==> src/rtl/sd_sector_arbiter.sv <==
// Round-robin arbiter sharing the single SD sector channel between NREQ requesters.
// One sector transfer at a time; the SD byte buffer is routed to/from the current owner.
module sd_sector_arbiter #(
    parameter int          NREQ    = 3,
    parameter int          LBA_W   = 32,
    parameter logic [23:0] TIMEOUT = 24'd16777215
) (
    input  logic                    clk,
    input  logic                    reset_n,
    input  logic [NREQ-1:0]         req_rd,
    input  logic [NREQ-1:0]         req_wr,
    input  logic [NREQ*LBA_W-1:0]   req_lba,
    input  logic [NREQ*8-1:0]       req_din,
    output logic [NREQ-1:0]         req_grant,
    output logic [NREQ-1:0]         req_done,
    output logic                    req_err,
    output logic [NREQ-1:0]         buf_wr,
    output logic [8:0]              buf_addr,
    output logic [7:0]              buf_dout,
    output logic                    sd_rd,
    output logic                    sd_wr,
    output logic [LBA_W-1:0]        sd_lba,
    input  logic                    sd_ack,
    input  logic [8:0]              sd_buff_addr,
    input  logic [7:0]              sd_buff_dout,
    input  logic                    sd_buff_wr,
    output logic [7:0]              sd_buff_din
);

    localparam int IW = (NREQ > 1) ? $clog2(NREQ) : 1;

    typedef enum logic [1:0] {S_IDLE, S_ISSUE, S_XFER, S_DONE} state_t;

    state_t           state_q, state_d;
    logic [IW-1:0]    owner_q, owner_d;
    logic [IW-1:0]    rr_q, rr_d;
    logic             rd_q, rd_d;
    logic             err_q, err_d;
    logic [LBA_W-1:0] lba_q, lba_d;
    logic [23:0]      cnt_q, cnt_d;

    logic [NREQ-1:0]  pend;
    logic [NREQ-1:0]  own_oh;
    logic             found;
    logic [IW-1:0]    sel;

    // First pending requester at or after the round-robin pointer.
    always_comb begin
        pend  = req_rd | req_wr;
        found = 1'b0;
        sel   = '0;
        for (int k = 0; k < NREQ; k++) begin
            int j;
            j = int'(rr_q) + k;
            if (j >= NREQ) j = j - NREQ;
            if (!found && pend[IW'(j)]) begin
                found = 1'b1;
                sel   = IW'(j);
            end
        end
    end

    always_comb begin
        for (int i = 0; i < NREQ; i++) own_oh[i] = (owner_q == IW'(i));
    end

    always_ff @(posedge clk or negedge reset_n) begin
        if (!reset_n) begin
            state_q <= S_IDLE;
            owner_q <= '0;
            rr_q    <= '0;
            rd_q    <= 1'b0;
            err_q   <= 1'b0;
            lba_q   <= '0;
            cnt_q   <= '0;
        end else begin
            state_q <= state_d;
            owner_q <= owner_d;
            rr_q    <= rr_d;
            rd_q    <= rd_d;
            err_q   <= err_d;
            lba_q   <= lba_d;
            cnt_q   <= cnt_d;
        end
    end

    always_comb begin
        state_d = state_q;
        owner_d = owner_q;
        rr_d    = rr_q;
        rd_d    = rd_q;
        err_d   = err_q;
        lba_d   = lba_q;
        cnt_d   = cnt_q;
        case (state_q)
            S_IDLE: begin
                if (found) begin
                    owner_d = sel;
                    rd_d    = req_rd[sel];  // read wins over write
                    lba_d   = req_lba[int'(sel)*LBA_W +: LBA_W];
                    cnt_d   = '0;
                    state_d = S_ISSUE;
                end
            end
            S_ISSUE: begin
                if (sd_ack) begin
                    cnt_d   = '0;
                    state_d = S_XFER;
                end else if (cnt_q == TIMEOUT - 24'd1) begin
                    cnt_d   = '0;
                    err_d   = 1'b1;
                    state_d = S_DONE;
                end else begin
                    cnt_d = cnt_q + 24'd1;
                end
            end
            S_XFER: begin
                if (!sd_ack) state_d = S_DONE;
            end
            S_DONE: begin
                rr_d    = (owner_q == IW'(NREQ-1)) ? '0 : owner_q + 1'b1;
                err_d   = 1'b0;
                state_d = S_IDLE;
            end
            default: state_d = S_IDLE;
        endcase
    end

    // Request lines drop combinationally on sd_ack so the SD side sees a single-edge handshake.
    always_comb begin
        req_grant   = (state_q != S_IDLE) ? own_oh : '0;
        req_done    = (state_q == S_DONE) ? own_oh : '0;
        req_err     = (state_q == S_DONE) && err_q;
        sd_rd       = (state_q == S_ISSUE) &&  rd_q && !sd_ack;
        sd_wr       = (state_q == S_ISSUE) && !rd_q && !sd_ack;
        sd_lba      = lba_q;
        buf_wr      = (state_q == S_XFER && sd_buff_wr) ? own_oh : '0;
        buf_addr    = sd_buff_addr;
        buf_dout    = sd_buff_dout;
        sd_buff_din = (state_q == S_XFER) ? req_din[int'(owner_q)*8 +: 8] : 8'h00;
    end

endmodule
==> config.mk <==
export PLATFORM = sky130hd
export DESIGN_NAME = sd_sector_arbiter
export DESIGN_NICKNAME = d
export VERILOG_FILES = /design/src/rtl/sd_sector_arbiter.sv
export SDC_FILE = /design/constraint.sdc
export NUM_CORES = 1
export LEC_CHECK = 0
export ABC_AREA = 1
export CORE_MARGIN = 1
export CORE_UTILIZATION = 30
export CTS_CLUSTER_SIZE = 28
export DETAILED_ROUTE_END_ITERATION = 7
export PLACE_DENSITY_LB_ADDON = 0.15
export RECOVER_POWER = 100
export REMOVE_ABC_BUFFERS = 1
export SYNTH_ARGS = -nofsm -noshare
export SYNTH_HDL_FRONTEND = slang
export SYNTH_SLANG_ARGS = --single-unit
==> constraint.sdc <==
create_clock -name clk -period 5.1 [get_ports clk]
set_input_delay 1.275 -clock clk [delete_from_list [all_inputs] [get_ports clk]]
set_output_delay 1.275 -clock clk [all_outputs]
set_load 0.03 [all_outputs]
==> results.yml, run 1 <==
clock_tree:
  numCtsBuffers: 9
  cts-root-buf: "clkbuf_16"
  post_cts_buffers: 0
  cts_hold_buf: 0
  cts.htree.levels: 3
  clk_path_buf_depth: 2
  postCtsResizedCells: 0
  clkSinkCount: 64
  clk_pin_slew_ns: 0.06
  clkLatencyLatePin_ns: 0.35
  cts_tree: "built"
final_layout:
  fin_nets: 1049
  layout_commonest_cell: "nand2_1"
  area_growth_pct: 41.8
  final_cell_mix: "nand2_1 (256), clkdlybuf4s50_1 (127), nand3_1 (120)"
  fin_cells: 1110
  antenna_cells: 0
  final_layout_size_suffix_gt1_share_pct: 4.56
worst_setup_path:
  max_stage_delay_ns: 0.76
  path_cells: "dlygate4sd3_1 -> nor2_1 -> inv_1 -> nor2_1 -> dlygate4sd3_1"
  r2r_start: "rr_q[0]"
  slowest_stage: "dlygate4sd3_1"
  path_class: "in -> out"
  worstSetupEndpointType: "output port"
  start_kind: "input pin"
  cp_data_arrival_time_ns: 2.97
  critical_path_required_ns: 3.83
  path_max_fanout: 3
  rr_worst_depth: 12
  reg2reg_to: "sd_lba[3]"
  regToRegSetupSlack_ns: 1.62
synth:
  yosysWarningCount: 0
  netlist_area_um2: 4820
  synthCells: 745
  ys.flop_type: "dfrtp_1"
  yosysSeqAreaShare_pct: 33.2
  synth_cell_types: 33
  syn_avg_cell_area_um2: 6.47
  synth_enable_flop_cells: 0
  synth-seq-cells: 64
  async_reset_ff_share_pct: 100
place:
  post-dp-hpwl_um: 11300
  place_ws_ns: 1.04
  numPlacedInstances: 1094
  port_buffers: 181
  gp_congestion: 0.846
sta:
  slew_viol_final: 101
  rsz0062_at_grt: "false"
  period_needed_ns: 4.25
  final_hold_viol_count: 0
  fin_crit_sh_pct: 83.3
  setup_slack_ns: 0.853
  worstMarginPinSlew_ns: 2.25
  slew_headroom_pct: -49.9
  finalSetupViolations: 0
  finalSetupTns_ns: 0
  clock_skew_ns: 0.0102
  fmax_mhz: 235
die:
  ios: 216
  initial_core_util_pct: 31.2
  die_x_um: 129
  die_h_um: 129
  die-area_um2: 16600
  core-area_um2: 15400
  num_rows: 45
pwr:
  ir_drop_mv: 0.212
  power_density_nw_per_um2: 508
  p_leak_uw: 0.00319
worst_hold_path:
  holdPathEnd: "sd_lba[4]"
  hp-class: "reg -> reg"
  hp-start: "sd_lba[4]"
  whs_path_depth: 2
global_routing:
  grt_pass1_vias: 5089
  grt_overflow: 0
  grt_pass1_wl_um: 25600
  antenna_found_initial: 0
  grt_max_degree: 46
  track_usage_pct: 20.0
detailed_routing:
  vias: 5083
  drc: 0
  dr.pass1.iters: 4
  via_per_inst: 4.58
  wl_per_cell_um: 14.0
  routed_wl_um: 15600
  drtAntennaViolNets: 0
  drt-initial-drc-count: 268
run_status:
  violations: "max-capacitance violations, max-slew violations"
  status: "finished with violations"
run:
  cap_violations: 3
flip-flops by register name, indices dropped and copies added (netlist names):
register,cells
cnt_q,24
err_q,1
rd_q,1
owner_q,2
sd_lba,32
rr_q,2
state_q,2
critical path: cells and delay by family:
family,cells,cell delay [ns]
buf+inv,3,1.42
simple gates,2,0.26
Yosys cell counts, types with 7 or more instances:
library cell | n | area (µm²)
nand2_1 | 253 | 950
nand3_1 | 119 | 596
nor2_1 | 70 | 263
inv_1 | 69 | 259
dfrtp_1 | 64 | 1600
buf_4 | 23 | 173
o21ai_0 | 19 | 95.1
a21oi_1 | 18 | 90.1
nor3_1 | 17 | 85.1
clkbuf_1 | 11 | 41.3
ha_1 | 8 | 100
buf_6 | 7 | 78.8
nand4_1 | 7 | 43.8
report_power, final:
part	internal [µW]	switching (µW)	leakage [µW]	total (µW)
registers	671	101	0.000831	772
clock network	355	240	0.000135	596
logic	699	1410	0.00223	2110
layout make-up:
class / count / area [µm²]
Tap cell: 211 / 264
Timing Repair Buffer: 185 / 1830
Inverter: 75 / 282
Sequential cell: 64 / 1600
Fill cell: 1641 / 8590
Multi-Input combinational cell: 559 / 2570
Clock buffer: 12 / 256
Clock inverter: 4 / 28.8
metal layers:
metal / GRT usage, % / part of all wire [%]
met1: 23.6 / 44
met2: 32.9 / 46
met3: 8.57 / 9.0
met4: 5.67 / 1.2
met5: 0.588 / 0
through the flow:
step | instance area (µm²) | total power (µW) | hold slack [ns] | util [%]
2_1_floorplan | 4500 | 2170 | 0.466 | -
3_3_place_gp | 6600 | 3020 | 0.467 | 42.8
3_5_place_dp | 6600 | 3020 | 0.471 | 42.8
4_1_cts | 6880 | 3640 | 0.486 | 44.6
5_1_grt | 6840 | 3790 | 0.500 | 44.3
6_report | 6840 | 3480 | 0.477 | 44.3
cell families (layout without fill, tap and decap cells):
logic type / count (synthesis) / in the layout / share of synthesized area [%]
xor gates and xnor gates: 8 / 8 / 1.45
DFF: 64 / 64 / 33.2
and+or+nand+nor: 492 / 492 / 44.5
AOI/OAI and AO/OA: 51 / 51 / 6.23
adders and majority gates: 8 / 8 / 2.08
buffers and inverters: 122 / 276 / 12.5
worst max-delay path by stage:
stage | from | endpoint | slack [ns] | depth (start not counted)
2_1_floorplan | sd_ack | sd_wr | 1.93 | 3
3_3_place_gp | sd_ack | sd_wr | 1.04 | 5
3_5_place_dp | sd_ack | sd_wr | 1.04 | 5
4_1_cts | sd_ack | sd_wr | 1.03 | 5
5_1_grt | reset_n | cnt_q[0] | 0.58 | 2
6_report | sd_ack | sd_wr | 0.85 | 5
No activity file was read; power rests on OpenSTA's default activity.
==> run 2: changes to the inputs <==
==> constraint.sdc (replaced) <==
create_clock -name clk -period 3.7 [get_ports clk]
set_input_delay 0.925 -clock clk [delete_from_list [all_inputs] [get_ports clk]]
set_output_delay 0.925 -clock clk [all_outputs]
set_load 0.03 [all_outputs]
==> results.yml, run 2 (synthesized netlist as in run 1, its figures left out) <==
run_status:
  status: "finished with violations"
  violations: "max-capacitance violations, max-slew violations"
pwr:
  internal_power_uw: 2380
  power_density_nw_per_um2: 707
  clkPwrFrac_pct: 17.0
  power.switching_uw: 2480
  ir_drop_mv: 0.342
  p_leak_uw: 0.00322
  pwr-share-comb_pct: 61.0
  seqPwrFrac_pct: 21.9
  swShare_pct: 51.0
clock_tree:
  clk_pin_slew_ns: 0.06
  post_cts_buffers: 0
  cts_tree: "built"
  cts.htree.levels: 3
  clk_path_buf_depth: 2
  cts-root-buf: "clkbuf_16"
  numCtsBuffers: 9
  cts_hold_buf: 0
  clkSinkCount: 64
  clkLatencyLatePin_ns: 0.35
  postCtsResizedCells: 0
sta:
  worstMarginPinSlew_ns: 1.58
  finalSetupViolations: 0
  holdWs_ns: 0.475
  clock_skew_ns: 0.00950
  fmax_mhz: 292
  fin_crit_sh_pct: 92.5
  slew_viol_final: 29
  finalSetupTns_ns: 0
  period_needed_ns: 3.42
  rsz0062_at_grt: "false"
  final_hold_viol_count: 0
  slew_headroom_pct: -5.24
die:
  ios: 216
  die_h_um: 129
  initial_core_util_pct: 31.2
  die_x_um: 129
  core-area_um2: 15400
  die-area_um2: 16600
  num_rows: 45
global_routing:
  grt_overflow: 0
  grt_pass1_wl_um: 25400
  busiest_layer: "met2"
  antenna_found_initial: 0
  grt_use_met1_pct: 22.7
  grt_max_degree: 46
  track_usage_pct: 20.0
  met2_usage_pct: 33.9
  grtUsageMet3_pct: 8.32
  grt_pass1_vias: 5006
final_layout:
  area_growth_pct: 42.6
  layout_commonest_cell: "nand2_1"
  fin_nets: 1055
  antenna_cells: 0
  final_cell_mix: "nand2_1 (254), clkdlybuf4s50_1 (129), nand3_1 (119)"
  final_layout_size_suffix_gt1_share_pct: 5.64
  largest_reg_flops: 32
worst_setup_path:
  worstSetupEndpointType: "output port"
  cp_data_arrival_time_ns: 2.50
  start_kind: "flip-flop"
  critical_path_required_ns: 2.77
  path_class: "reg -> out"
  r2r_start: "rr_q[0]"
  path_max_fanout: 12
  crit_start: "owner_q[0]"
detailed_routing:
  drc: 0
  drtAntennaViolNets: 0
  via_per_inst: 4.58
  wl_per_cell_um: 14.1
  drt-initial-drc-count: 233
  dr.pass1.iters: 4
  vias: 5115
  routed_wl_um: 15700
run:
  cap_violations: 1
place:
  post-dp-hpwl_um: 11500
  port_buffers: 181
  gp_congestion: 0.850
worst_hold_path:
  hp-class: "reg -> reg"
  hp-start: "sd_lba[1]"
## run 2: final cells by class
cell class | count | area [µm²]
clock buffers | 9 | 225
well taps | 211 | 264
inverters | 75 | 282
repair buffers | 191 | 1860
multi-input cells | 559 | 2580
flip-flops and latches | 64 | 1600
clock inverters | 7 | 56.3
fillers | 1646 | 8550
## run 2: per-layer routing
| metal | routed length (µm) | part of all wire [%] |
|---|---|---|
| met3 | 1310 | 8.3 |
| met4 | 237 | 1.5 |
| met5 | 0 | 0 |
| met1 | 6710 | 43 |
| met2 | 7450 | 47 |
## run 2: power groups by stage
stage | logic (µW) | registers, µW | clock network [µW]
CTS | 3150 | 1080 | 853
global placement | 3150 | 1080 | 0
detailed placement | 3140 | 1080 | 0
floorplan | 1610 | 1380 | 0
finish | 2970 | 1070 | 827
global route | 3310 | 1100 | 877
## run 2: critical path, cell delays in order (launching register included)
cell and delay, ns:
dfrtp_1 0.52, nor2_1 0.53, inv_1 0.16, nor2_1 0.16, dlygate4sd3_1 0.78
## run 2: worst paths after layout
kind                       slack (ns)  cells after the start          end
min reg2reg                      0.48                      2    sd_lba[1]
max                              0.28                      4  req_done[0]
min                              0.48                      2    sd_lba[1]
max in group asynchronous        0.83                      2   sd_lba[15]
max reg2reg                      0.71                     13     cnt_q[2]
min in group asynchronous        0.97                      1    cnt_q[10]
## run 2: through the flow
stage,cells,utilization (%),setup slack [ns],total power (µW),instance area (µm²)
floorplan,698,-,1.09,2990,4500
global placement,1100,43.0,0.380,4220,6640
detailed placement,1100,43.0,0.390,4220,6640
CTS,1116,44.9,0.298,5080,6920
global route,1116,44.6,0.0920,5290,6870
finish,1116,44.6,0.277,4860,6870
